File: config.mk
export PLATFORM = sky130hd
export DESIGN_NAME = fila_bytes_flat
export DESIGN_NICKNAME = d
export VERILOG_FILES = /design/src/rtl/fila_bytes_if.sv /design/src/rtl/fila_bytes.sv /design/src/flat_wrapper.sv
export SDC_FILE = /design/constraint.sdc
export NUM_CORES = 1
export LEC_CHECK = 0
export CORE_UTILIZATION = 41
export CTS_CLUSTER_DIAMETER = 50
export DETAILED_ROUTE_END_ITERATION = 6
export SLEW_MARGIN = 20
export SYNTH_ARGS = -nofsm -noshare
export SYNTH_HDL_FRONTEND = slang
export SYNTH_SLANG_ARGS = --single-unit
File: constraint.sdc
create_clock -name clk_100KHz -period 2.5 [get_ports clk_100KHz]
set_input_delay 0.5 -clock clk_100KHz [delete_from_list [all_inputs] [get_ports clk_100KHz]]
set_output_delay 0.5 -clock clk_100KHz [all_outputs]
set_load 0.01 [all_outputs]
File: src/rtl/fila_bytes_if.sv
// -----------------------------------------------------------------------------
// fila_bytes_if
// Bundles the producer handshake, the consumer dequeue port and the status
// outputs of fila_bytes.
//   slave  : the queue itself (reads data_in/data_ready_in/deq_in, drives the rest)
//   master : the surrounding logic (deserializer + consumer)
// Parameters DEPTH/WIDTH must match the fila_bytes instance.
// err_out exists only when FILA_ERR_EN is defined.
// -----------------------------------------------------------------------------
interface fila_bytes_if #(
    parameter int DEPTH = 8,
    parameter int WIDTH = 8
);
    localparam int LW = $clog2(DEPTH) + 1;

    logic [WIDTH-1:0] data_in;
    logic             data_ready_in;
    logic             ack_out;
    logic             deq_in;
    logic [WIDTH-1:0] data_out;
    logic             valid_out;
    logic [LW-1:0]    len_out;
    logic             full_out;
    logic             empty_out;

`ifdef FILA_ERR_EN
    logic             err_out;

    modport slave (
        input  data_in, data_ready_in, deq_in,
        output ack_out, data_out, valid_out, len_out, full_out, empty_out, err_out
    );
    modport master (
        output data_in, data_ready_in, deq_in,
        input  ack_out, data_out, valid_out, len_out, full_out, empty_out, err_out
    );
`else
    modport slave (
        input  data_in, data_ready_in, deq_in,
        output ack_out, data_out, valid_out, len_out, full_out, empty_out
    );
    modport master (
        output data_in, data_ready_in, deq_in,
        input  ack_out, data_out, valid_out, len_out, full_out, empty_out
    );
`endif
endinterface

File: src/rtl/fila_bytes.sv
// -----------------------------------------------------------------------------
// fila_bytes
// Byte queue downstream of the serial deserializer. Bytes are captured through
// the data_ready/ack handshake into a DEPTH-entry circular buffer and returned
// in FIFO order on dequeue requests. Backpressure: ack is withheld while full.
//
// Ports:
//   clk_100KHz : system clock, rising edge
//   reset      : asynchronous, active-high
//   bus        : fila_bytes_if.slave
//                data_in/data_ready_in/ack_out  producer handshake
//                deq_in/data_out/valid_out      consumer dequeue port
//                len_out/full_out/empty_out     occupancy status
//                err_out                        sticky underflow (FILA_ERR_EN)
//
// Optional feature macro: FILA_ERR_EN (adds the sticky underflow flag).
// -----------------------------------------------------------------------------
module fila_bytes #(
    parameter int DEPTH = 8,
    parameter int WIDTH = 8
) (
    input  logic         clk_100KHz,
    input  logic         reset,
    fila_bytes_if.slave  bus
);
    localparam int PW = $clog2(DEPTH);
    localparam int LW = PW + 1;

    typedef enum logic {
        IDLE,
        WAIT_DROP
    } state_t;

    state_t           state_reg, state_next;
    logic [PW-1:0]    wr_ptr_reg, rd_ptr_reg;
    logic [LW-1:0]    len_reg, len_next;
    logic [WIDTH-1:0] data_reg;
    logic             valid_reg;
    logic             wr_en, rd_en;
    logic             full, empty;

    logic [WIDTH-1:0] mem [DEPTH];

    // Status comes from the pre-edge count, so a same-cycle pop never frees a
    // slot for a same-cycle write and vice versa.
    assign full  = (len_reg == LW'(DEPTH));
    assign empty = (len_reg == '0);
    assign rd_en = bus.deq_in && !empty;

    // Capture FSM: one write per handshake, ack held until data_ready drops.
    always_comb begin
        state_next = state_reg;
        wr_en      = 1'b0;
        case (state_reg)
            IDLE: begin
                if (bus.data_ready_in && !full) begin
                    wr_en      = 1'b1;
                    state_next = WAIT_DROP;
                end
            end
            WAIT_DROP: begin
                if (!bus.data_ready_in) begin
                    state_next = IDLE;
                end
            end
            default: state_next = IDLE;
        endcase
    end

    always_comb begin
        len_next = len_reg;
        case ({wr_en, rd_en})
            2'b10:   len_next = len_reg + 1'b1;
            2'b01:   len_next = len_reg - 1'b1;
            default: len_next = len_reg;
        endcase
    end

    always_ff @(posedge clk_100KHz or posedge reset) begin
        if (reset) begin
            state_reg  <= IDLE;
            wr_ptr_reg <= '0;
            rd_ptr_reg <= '0;
            len_reg    <= '0;
            data_reg   <= '0;
            valid_reg  <= 1'b0;
        end else begin
            state_reg <= state_next;
            len_reg   <= len_next;
            valid_reg <= rd_en;
            if (wr_en) begin
                wr_ptr_reg <= wr_ptr_reg + 1'b1;
            end
            if (rd_en) begin
                rd_ptr_reg <= rd_ptr_reg + 1'b1;
                data_reg   <= mem[rd_ptr_reg];
            end
        end
    end

    // Storage has no reset: emptiness is tracked by len/pointers only, and a
    // pop never clears an entry.
    always_ff @(posedge clk_100KHz) begin
        if (wr_en) begin
            mem[wr_ptr_reg] <= bus.data_in;
        end
    end

`ifdef FILA_ERR_EN
    logic err_reg;

    always_ff @(posedge clk_100KHz or posedge reset) begin
        if (reset) begin
            err_reg <= 1'b0;
        end else if (bus.deq_in && empty) begin
            err_reg <= 1'b1;
        end
    end

    assign bus.err_out = err_reg;
`endif

    // ack is exactly "handshake already captured", i.e. the WAIT_DROP state bit.
    assign bus.ack_out   = (state_reg == WAIT_DROP);
    assign bus.data_out  = data_reg;
    assign bus.valid_out = valid_reg;
    assign bus.len_out   = len_reg;
    assign bus.full_out  = full;
    assign bus.empty_out = empty;

endmodule

File: src/flat_wrapper.sv
// flat-port wrapper written by rule: the top's interface ports become plain ports
module fila_bytes_flat 
#(
    parameter int DEPTH = 8,
    parameter int WIDTH = 8
)
  (clk_100KHz, reset, bus_data_in, bus_data_ready_in, bus_deq_in, bus_ack_out, bus_data_out, bus_valid_out, bus_len_out, bus_full_out, bus_empty_out);
  fila_bytes_if #(.DEPTH(DEPTH), .WIDTH(WIDTH)) bus_i ();
  input  logic clk_100KHz;
  input  logic reset;
  input wire logic [$bits(bus_i.data_in)-1:0] bus_data_in;
  input wire logic [$bits(bus_i.data_ready_in)-1:0] bus_data_ready_in;
  input wire logic [$bits(bus_i.deq_in)-1:0] bus_deq_in;
  output wire logic [$bits(bus_i.ack_out)-1:0] bus_ack_out;
  output wire logic [$bits(bus_i.data_out)-1:0] bus_data_out;
  output wire logic [$bits(bus_i.valid_out)-1:0] bus_valid_out;
  output wire logic [$bits(bus_i.len_out)-1:0] bus_len_out;
  output wire logic [$bits(bus_i.full_out)-1:0] bus_full_out;
  output wire logic [$bits(bus_i.empty_out)-1:0] bus_empty_out;
  assign bus_i.data_in = bus_data_in;
  assign bus_i.data_ready_in = bus_data_ready_in;
  assign bus_i.deq_in = bus_deq_in;
  assign bus_ack_out = bus_i.ack_out;
  assign bus_data_out = bus_i.data_out;
  assign bus_valid_out = bus_i.valid_out;
  assign bus_len_out = bus_i.len_out;
  assign bus_full_out = bus_i.full_out;
  assign bus_empty_out = bus_i.empty_out;
  fila_bytes #(.DEPTH(DEPTH), .WIDTH(WIDTH)) u_core (.clk_100KHz(clk_100KHz), .reset(reset), .bus(bus_i));
endmodule
==> run_results.csv <==
group,metric,value,unit
run_status,status,"finished clean",
power_and_ir_drop,seqPwrFrac,43.8,%
finish,regMostFlops,"u_core.mem",
synth,yosys-top-cells-area,"edfxtp_1, dfrtp_1, mux2_2, mux2i_1, a221o_1",
timing,finalHoldViolations,0,
finish,layout_commonest_cell,"edfxtp_1",
worst_setup_path,r2r_slack,0.17,ns
detailed_routing,dr_wl_met2,3080,um
detailed_routing,via_per_inst,5.05,
power_and_ir_drop,p_total,0.00444,W
timing,fin_crit,2.33,ns
worst_setup_path,r2r_end,"u_core.bus.len_out[3]",
worst_hold_path,hold_path_class,"in -> async",
global_route,antenna_found_initial,0,
synth,synth-simple-area-share,6.23,%
timing,slew_viol_final,0,
timing,finalCritPeriodShare,93.3,%
timing,worst_pin_slew,0.677,ns
floorplan,fp.dieArea,0.00884,sq mm
synth,synth_xor_area_share,1.51,%
detailed_routing,wl_per_cell,16.4,um
finish,largest_register_ffs,64,
clocking,postCtsSetupBuffers,0,
global_route,grt_max_degree,35,
synth,muxShareOfSynthArea,10.4,%
global_route,grt_pass1_vias,1840,
synth,synthFlopType,"edfxtp_1",
floorplan,start_util,42.3,%
finish,drive_gt1_share,19.7,%
power_and_ir_drop,clockPowerShare,21.1,%
synth,synth_edf_count,64,
placement,dp.cells,358,
floorplan,dieWidth,94.0,um
global_route,grt_pass1_wl,9430,um
timing,rsz0062_at_grt,"false",
clocking,hold_buffers,0,
placement,place_congestion,0.770,
clocking,cts_sinks,84,
clocking,htreeDepth,3,
floorplan,fp-row-count,33,
placement,io_buffers,27,
detailed_routing,totalWireLength,6130,um
worst_setup_path,regToRegStartpoint,"u_core.bus.len_out[3]",
synth,synth-seq-area-share,69.7,%
power_and_ir_drop,ir_worst_vdd,354,uV
synth,synth_top_family_by_area,"multiplexers",
clocking,clk-insertion-delay-late,0.34,ns
detailed_routing,first_pass_iters,4,
finish,areaGrowthSynthToFinish,18.6,%
detailed_routing,drc_errors,0,
power_and_ir_drop,swShare,32.2,%
clocking,cts_root_buf,"clkbuf_8",
worst_setup_path,cp.arrival,2.56,ns
clocking,clk_pin_slew,0.09,ns
worst_setup_path,worstSetupEndpointType,"flop",
synth,synth_seq_cells,84,
worst_setup_path,worstSetupStartpointType,"flop",
power_and_ir_drop,p_leak,1.51,nW
synth,syn_area_per_cell,15.9,sq um
detailed_routing,top_layer,"met4",
floorplan,core-area,0.00822,sq mm
synth,syn_area,0.00347,sq mm
worst_setup_path,critical_path.max_fanout,7,
job,max_cap_viol_count,0,
timing,slew_headroom,54.7,%
timing,max_clock_freq,429,MHz
clocking,cts_resized,0,
detailed_routing,ant_nets,0,
worst_setup_path,r2r.worst_path.cells,8,
synth,synthesis.nets,236,
finish,num-nets-final,282,
worst_setup_path,critPathKind,"reg -> reg",
finish,diodes,0,
placement,hpwlAfterDp,3920,um
detailed_routing,wl_met3,187,um
power_and_ir_drop,p_per_area,1080,mW/mm^2
timing,finClkSkew,0.00847,ns
synth,async_flop_share,23.8,%
synth,synthAdderAreaFrac,2.38,%
clocking,cts_buffers,9,
synth,syn_inst,218,
power_and_ir_drop,switchingPower,0.00143,W
global_route,grt_usage,15.2,%
power_and_ir_drop,p_int,0.00301,W
placement,place_area,0.00393,sq mm
global_route,gr-total-overflow,0,
floorplan,ioPinCount,28,
detailed_routing,num_vias,1889,
clocking,cts_tree,"yes",
synth,netlist.area_leader.share,55.3,%
finish,layout_common_cells,"edfxtp_1, clkdlybuf4s50_1, nand2_1",
synth,synth_top_area_cell,"edfxtp_1",
floorplan,fp.dieH,94.0,um
worst_setup_path,cp_data_required_time,2.73,ns
finish,fin_area,0.00412,sq mm
power_and_ir_drop,comb_power_share,35.1,%
synth,synth_compound_area_share,6.66,%
clocking,clockBufferDepth,2,
detailed_routing,met1Wirelength,2780,um
finish,final_cells,374,
timing,finalSetupViolCount,0,
synth,yosysWarningCount,0,
synth,synth.distinct_cells,36,
detailed_routing,dr.first_iter.drc_count,95,
[cells in the mapped netlist (all sizes together) (2+ instances only)]
library cell,number
nor2,8
edfxtp,64
nand2b,4
nand3,2
nor3,3
mux2i,17
buf,7
nand2,19
o21ai,9
mux2,17
inv,7
xor2,2
o22ai,8
a221o,8
ha,5
dfrtp,20
xnor2,4
clkbuf,2
[cells by family after synthesis]
logic type,count (synthesis)
flops,84
mux,34
compound gates,30
simple gates,42
fa+ha+maj,6
xor+xnor,6
buf+inv,16
[worst max-delay path by stage]
stage | startpoint | to | slack, ns | cells past startpoint
6_report | u_core.bus.len_out[3] | u_core.bus.len_out[3] | 0.17 | 8
2_1_floorplan | u_core.bus.len_out[3] | u_core.bus.len_out[3] | 0.009 | 8
3_5_place_dp | bus_data_ready_in | u_core.bus.len_out[3] | -0.12 | 9
3_3_place_gp | bus_data_ready_in | u_core.bus.len_out[3] | -0.05 | 9
4_1_cts | u_core.bus.len_out[3] | u_core.bus.len_out[3] | 0.15 | 8
5_1_grt | u_core.bus.len_out[3] | u_core.bus.len_out[3] | 0.06 | 8
[per-stage QoR]
stage	worst slack, ns	utilization (%)	hold slack (ns)	setup TNS (ns)
after floorplan	0.00855	-	0.464	0
after detailed placement	-0.118	47.8	0.475	-0.118
after CTS	0.155	50.1	0.474	0
after global placement	-0.0544	47.8	0.469	-0.0544
final	0.167	50.1	0.479	0
after global routing	0.0648	50.1	0.504	0
[per-layer routing]
layer / vias to the layer above / global-route usage, %
li1: 919 / -
met5: - / 0
met3: 5 / 2.91
met2: 28 / 25.2
met1: 937 / 19.3
met4: 0 / 6.54
[worst max-delay path, cell delays in order, from the launching register on]
cell,delay [ns]
dfrtp_2,0.47
o41ai_4,0.40
inv_2,0.06
ha_1,0.21
ha_1,0.27
a21o_1,0.20
a2111oi_0,0.38
nand4b_1,0.16
nand3_1,0.07
[power by group through the flow]
stage | Combinational [W] | Clock [W] | Sequential, W
floorplan | 0.00105 | 0 | 0.00199
global placement | 0.00156 | 0 | 0.00197
detailed placement | 0.00159 | 0 | 0.00198
CTS | 0.00159 | 0.000970 | 0.00195
global route | 0.00171 | 0.00102 | 0.00198
finish | 0.00156 | 0.000938 | 0.00195
[final cells by class]
cell class / count / area [sq um]
well taps: 105 / 131
clock inverters: 5 / 63.8
fillers: 721 / 4100
clock buffers: 11 / 131
repair buffers: 44 / 398
flip-flops and latches: 84 / 2420
inverters: 7 / 26.3
multi-input cells: 118 / 945
(Power assumes the default switching activity.)
